[src/rtl/finv_arb_pkg.sv]
//------------------------------------------------------------------------------
// Module   : finv_arb_pkg
// Purpose  : Shared types and round-robin pick function for finv/fsqrt sharing.
// Revision : 1.0 - initial release
//------------------------------------------------------------------------------
`default_nettype none

package finv_arb_pkg;

    localparam int c_max_nreq = 8;
    localparam int c_tagw     = 3;

    typedef logic [31:0] fp32_t;

    typedef struct packed {
        logic              vld;
        logic [c_tagw-1:0] tag;
    } tag_ent_t;

    // Search from ptr upward, wrapping at n; first set request wins.
    function automatic logic [c_max_nreq-1:0] rr_pick(
        input logic [c_max_nreq-1:0] req,
        input logic [c_tagw-1:0]     ptr,
        input int                    n
    );
        logic [c_max_nreq-1:0] grant;
        logic                  found;
        int                    idx;
        grant = '0;
        found = 1'b0;
        for (int k = 0; k < c_max_nreq; k++) begin
            idx = (int'(ptr) + k) % n;
            if (k < n && !found && req[idx[c_tagw-1:0]]) begin
                grant[idx[c_tagw-1:0]] = 1'b1;
                found                  = 1'b1;
            end
        end
        return grant;
    endfunction

endpackage

`default_nettype wire

[src/rtl/rr_arbiter.sv]
//------------------------------------------------------------------------------
// Module   : rr_arbiter
// Purpose  : Combinational round-robin grant with a registered rotating pointer.
// Revision : 1.0 - initial release
//------------------------------------------------------------------------------
`default_nettype none

module rr_arbiter
    import finv_arb_pkg::*;
#(
    parameter int NREQ = 4
) (
    input  logic              clk,
    input  logic              rst,
    input  logic [NREQ-1:0]   i_req,
    output logic [NREQ-1:0]   o_grant,
    output logic [c_tagw-1:0] o_grant_idx
);

    localparam logic [c_tagw-1:0] c_last = c_tagw'(NREQ - 1);

    logic [c_tagw-1:0]     r_ptr;
    logic [c_max_nreq-1:0] w_req_ext;
    logic [c_max_nreq-1:0] w_pick;

    always_comb begin
        w_req_ext   = c_max_nreq'(i_req);
        w_pick      = rr_pick(w_req_ext, r_ptr, NREQ);
        o_grant     = rst ? '0 : NREQ'(w_pick);
        o_grant_idx = '0;
        for (int i = 0; i < NREQ; i++) begin
            if (o_grant[i]) begin
                o_grant_idx = c_tagw'(i);
            end
        end
    end

    // Any grant is an accepted handshake, since grants only go to valid requesters.
    always_ff @(posedge clk) begin
        if (rst) begin
            r_ptr <= '0;
        end else if (|o_grant) begin
            r_ptr <= (o_grant_idx == c_last) ? '0 : o_grant_idx + c_tagw'(1);
        end
    end

endmodule

`default_nettype wire

[src/rtl/finv_share_arb.sv]
//------------------------------------------------------------------------------
// Module   : finv_share_arb
// Purpose  : Shares one fixed-latency finv pipe among NREQ requesters with tagged returns.
// Revision : 1.0 - initial release
//------------------------------------------------------------------------------
`default_nettype none

module finv_share_arb
    import finv_arb_pkg::*;
#(
    parameter int NREQ    = 4,
    parameter int LATENCY = 2
) (
    input  logic             clk,
    input  logic             rst,
    input  logic [NREQ-1:0]  req_valid,
    input  logic [NREQ*32-1:0] req_x,
    output logic [NREQ-1:0]  req_ready,
    output logic [NREQ-1:0]  resp_valid,
    output fp32_t            resp_y,
    output fp32_t            finv_x,
    input  fp32_t            finv_y,
    output logic             busy
);

    logic [NREQ-1:0]   w_grant;
    logic [c_tagw-1:0] w_grant_idx;
    tag_ent_t          r_pipe [LATENCY];
    tag_ent_t          w_last;
    logic [NREQ-1:0]   w_resp_hot;
    logic              w_pipe_busy;

    rr_arbiter #(
        .NREQ (NREQ)
    ) u_arb (
        .clk         (clk),
        .rst         (rst),
        .i_req       (req_valid),
        .o_grant     (w_grant),
        .o_grant_idx (w_grant_idx)
    );

    assign req_ready = w_grant;

    always_comb begin
        finv_x = '0;
        for (int i = 0; i < NREQ; i++) begin
            if (w_grant[i]) begin
                finv_x = req_x[32*i +: 32];
            end
        end
    end

    assign w_last = r_pipe[LATENCY-1];

    always_comb begin
        w_resp_hot = '0;
        for (int i = 0; i < NREQ; i++) begin
            w_resp_hot[i] = w_last.vld && (w_last.tag == c_tagw'(i));
        end
    end

    // The tag pipe runs in lockstep with the finv, so its last stage names the owner of finv_y.
    always_ff @(posedge clk) begin
        if (rst) begin
            for (int s = 0; s < LATENCY; s++) begin
                r_pipe[s] <= '0;
            end
            resp_valid <= '0;
            resp_y     <= '0;
        end else begin
            r_pipe[0] <= {|w_grant, w_grant_idx};
            for (int s = 1; s < LATENCY; s++) begin
                r_pipe[s] <= r_pipe[s-1];
            end
            resp_valid <= w_resp_hot;
            if (w_last.vld) begin
                resp_y <= finv_y;
            end
        end
    end

    always_comb begin
        w_pipe_busy = 1'b0;
        for (int s = 0; s < LATENCY; s++) begin
            w_pipe_busy = w_pipe_busy | r_pipe[s].vld;
        end
    end

    assign busy = w_pipe_busy | (|resp_valid);

endmodule

`default_nettype wire

[config.mk]
export PLATFORM = sky130hd
export DESIGN_NAME = finv_share_arb
export DESIGN_NICKNAME = d
export VERILOG_FILES = /design/src/rtl/finv_arb_pkg.sv /design/src/rtl/rr_arbiter.sv /design/src/rtl/finv_share_arb.sv
export SDC_FILE = /design/constraint.sdc
export NUM_CORES = 1
export LEC_CHECK = 0
export CAP_MARGIN = 25
export CORE_UTILIZATION = 36
export DETAILED_ROUTE_END_ITERATION = 6
export PLACE_DENSITY = 0.8
export SLEW_MARGIN = 20
export SYNTH_ARGS = -nofsm -noshare
export SYNTH_HDL_FRONTEND = slang
export SYNTH_SLANG_ARGS = --single-unit
[constraint.sdc]
create_clock -name clk -period 3.65 [get_ports clk]
set_input_delay 0.365 -clock clk [delete_from_list [all_inputs] [get_ports clk]]
set_output_delay 0.365 -clock clk [all_outputs]
set_load 0.005 [all_outputs]
==> qor.csv <==
metric;value;unit
status;completed;
ant_nets;0;
multiInputGateArea;2140;µm²
cp_max_fo;7;
crit_family;buffers and inverters;
clock_path_buffers;2;
dr.pass1.iters;5;
wl_per_cell;17.7;µm
rr_worst_depth;10;
seq_area;883;µm²
hpwl;10200;µm
fin_ws;56.5;ps
synth_ff_type;dfxtp_1;
num_io_pins;239;
synth_edf_count;0;
crit_chain;inv_1 -> ha_4 -> or3b_4 -> a2111oi_4 -> buf_4 -> o21ai_1 -> a31oi_4 -> buf_12 -> clkbuf_16 -> a311oi_1 -> o32ai_1 -> clkdlybuf4s50_1;
ys_types;46;
htreeDepth;2;
grt_use_met3;6.31;%
synth.area.top_cells;dfxtp_1 (26%), mux2i_1 (9.5%), a311oi_1 (7.0%), o32ai_1 (7.0%), inv_1 (6.7%);
dp_cells;750;
die_w;98.8;µm
rsz0062_at_grt;true;
grt.busiest_layer;met2;
die_area;9770;µm²
finClkSkew;6.61;ps
worst-path-buf-inv;5;
worst_setup_path_start_kind;flop;
whs_endpoint;r_pipe[0][4];
initial_core_util;38.0;%
coreArea;8890;µm²
tritoncts.num_buffers;5;
clk_latency;290;ps
crit_required;3280;ps
synth_nets;593;
ir_worst_vdd;0.321;mV
netlist_instances;419;
drc;0;
slew_violations;0;
vias;4260;
end_kind;primary output;
cts_tree;yes;
power_leakage;2.87;nW
grt_start_max_net_pins;38;
gr-usage-all-layers;25.9;%
fin_cells;764;
cts-root-buf;clkbuf_8;
avgSynthCellArea;8.06;µm²
clkTransAtPathRegs;80;ps
seq_area_frac_synth;26.1;%
grt_pass1_vias;4169;
drt_iter0_markers;181;
rows;34;
area_delta_synth_final;87.1;%
die_h;98.8;µm
maxCapViolations;0;
ys_async_sr_fraction;0;%
fmax;278;MHz
synth_common_cells;inv_1 (60), dfxtp_1 (44), nor2_1 (37);
min_from;r_pipe[0][0];
crit_path_max_incr_delay;560;ps
nets;829;
design_area;6320;µm²
min_period_over_period;98.5;%
ff2ff_setup_slack;1150;ps
yosysMostFrequentCell;inv_1;
fillCellCount;706;
viasPerCell;5.58;
synth_top_area_share;26.1;%
n_antenna_cell;0;
relSlewSlack;60.7;%
drive_gt1_share;9.91;%
finalHoldViolations;0;
synth_top_area_cell;dfxtp_1;
place_ws;-58.8;ps
powerDensity;558;nW/µm²
antenna_found_initial;0;
finalSetupViolations;0;
grt_pass1_wl;20300;µm
netlist_area;3380;µm²
setup-tns-final;0;ps
r2r_start;u_arb.r_ptr[0];
yosysWarnings;0;
cpMaxStageDelayCell;clkdlybuf4s50_1;
placed_cell_area;5950;µm²
worstHoldPathCells;1;
met2_usage;48.1;%
hold_path_class;reg2reg;
portBuffers;238;
finalWirelength;13500;µm
place_congestion;0.935;
grt.met1_usage;28.0;%
ys_seq_elements;44;
worstReg2RegEnd;r_pipe[0][3];
worst_pin_slew;589;ps
cp.arrival;3230;ps
finalCoreUtilization;71.0;%
min_period;3590;ps
worstSetupPathType;reg2out;
grt-ovfl-total;0;
cts.sinks;44;
placed cells by master, fill, tap and decap left out, types with 7 or more instances in the layout:
| master | synthesis | routed |
|---|---|---|
| a311oi_1 | 27 | 24 |
| a31oi_1 | 33 | 32 |
| buf_4 | 0 | 24 |
| clkdlybuf4s50_1 | 0 | 205 |
| dfxtp_1 | 44 | 42 |
| dlymetal6s2s_1 | 0 | 32 |
| ha_1 | 8 | 7 |
| inv_1 | 60 | 60 |
| mux2i_1 | 32 | 32 |
| nand2_1 | 8 | 8 |
| nand2b_1 | 11 | 11 |
| nor2_1 | 37 | 37 |
| o21bai_1 | 27 | 27 |
| o32ai_1 | 27 | 26 |
power by group:
part | total, mW | internal (mW) | switching [mW]
clock | 0.370 | 0.206 | 0.164
sequential | 0.611 | 0.568 | 0.0429
combinational | 2.54 | 1.35 | 1.19
total | 3.52 | 2.13 | 1.39
worst max path at each step:
stage / end / cells after the start / startpoint
floorplan: finv_x[29] / 10 / u_arb.r_ptr[0]
global placement: finv_x[4] / 8 / req_valid[2]
detailed placement: finv_x[21] / 8 / req_valid[2]
CTS: finv_x[24] / 11 / u_arb.r_ptr[1]
global route: finv_x[14] / 12 / u_arb.r_ptr[0]
finish: finv_x[14] / 12 / u_arb.r_ptr[0]
final cells by class:
cell class / count / area share, %
repair buffers: 271 / 44.5
flip-flops and latches: 44 / 14.0
clock inverters: 3 / 0.733
well taps: 108 / 2.14
clock buffers: 5 / 1.09
multi-input cells: 272 / 33.9
inverters: 61 / 3.66
sequential cells by signal, summed over array words and instances, names as in the netlist:
name and flops:
resp_y 32, u_arb.r_ptr 2, r_pipe 6, resp_valid 4
routing by layer:
metal / part of all wire [%] / vias to the layer above
li1: - / 2013
met1: 37 / 1991
met2: 52 / 221
met3: 8.6 / 35
met4: 3.0 / 0
met5: 0 / -
repair_timing:
action / in CTS / in global routing
setup buffers: 3 / 1
gates resized for setup: 7 / 40
cloned: 0 / 2
hold buffers: 0 / 0
pin swaps: 3 / 2
setup endpoints to repair: 32 / 32
hold endpoints to repair: 0 / 0
per-stage QoR:
step	total power, mW	hold WS [ps]
final	3.52	439
after global placement	3.01	426
after CTS	3.49	444
after floorplan	1.90	414
after global routing	3.76	465
after detailed placement	3.03	424
cell families after synthesis:
family	Yosys count	synth area share (%)
fa+ha+maj	8	2.97
buf+inv	103	12.9
flops	44	26.1
compound gates	137	32.6
simple gates	92	13.9
mux	35	11.5
No activity file was read; power rests on OpenSTA's default activity.
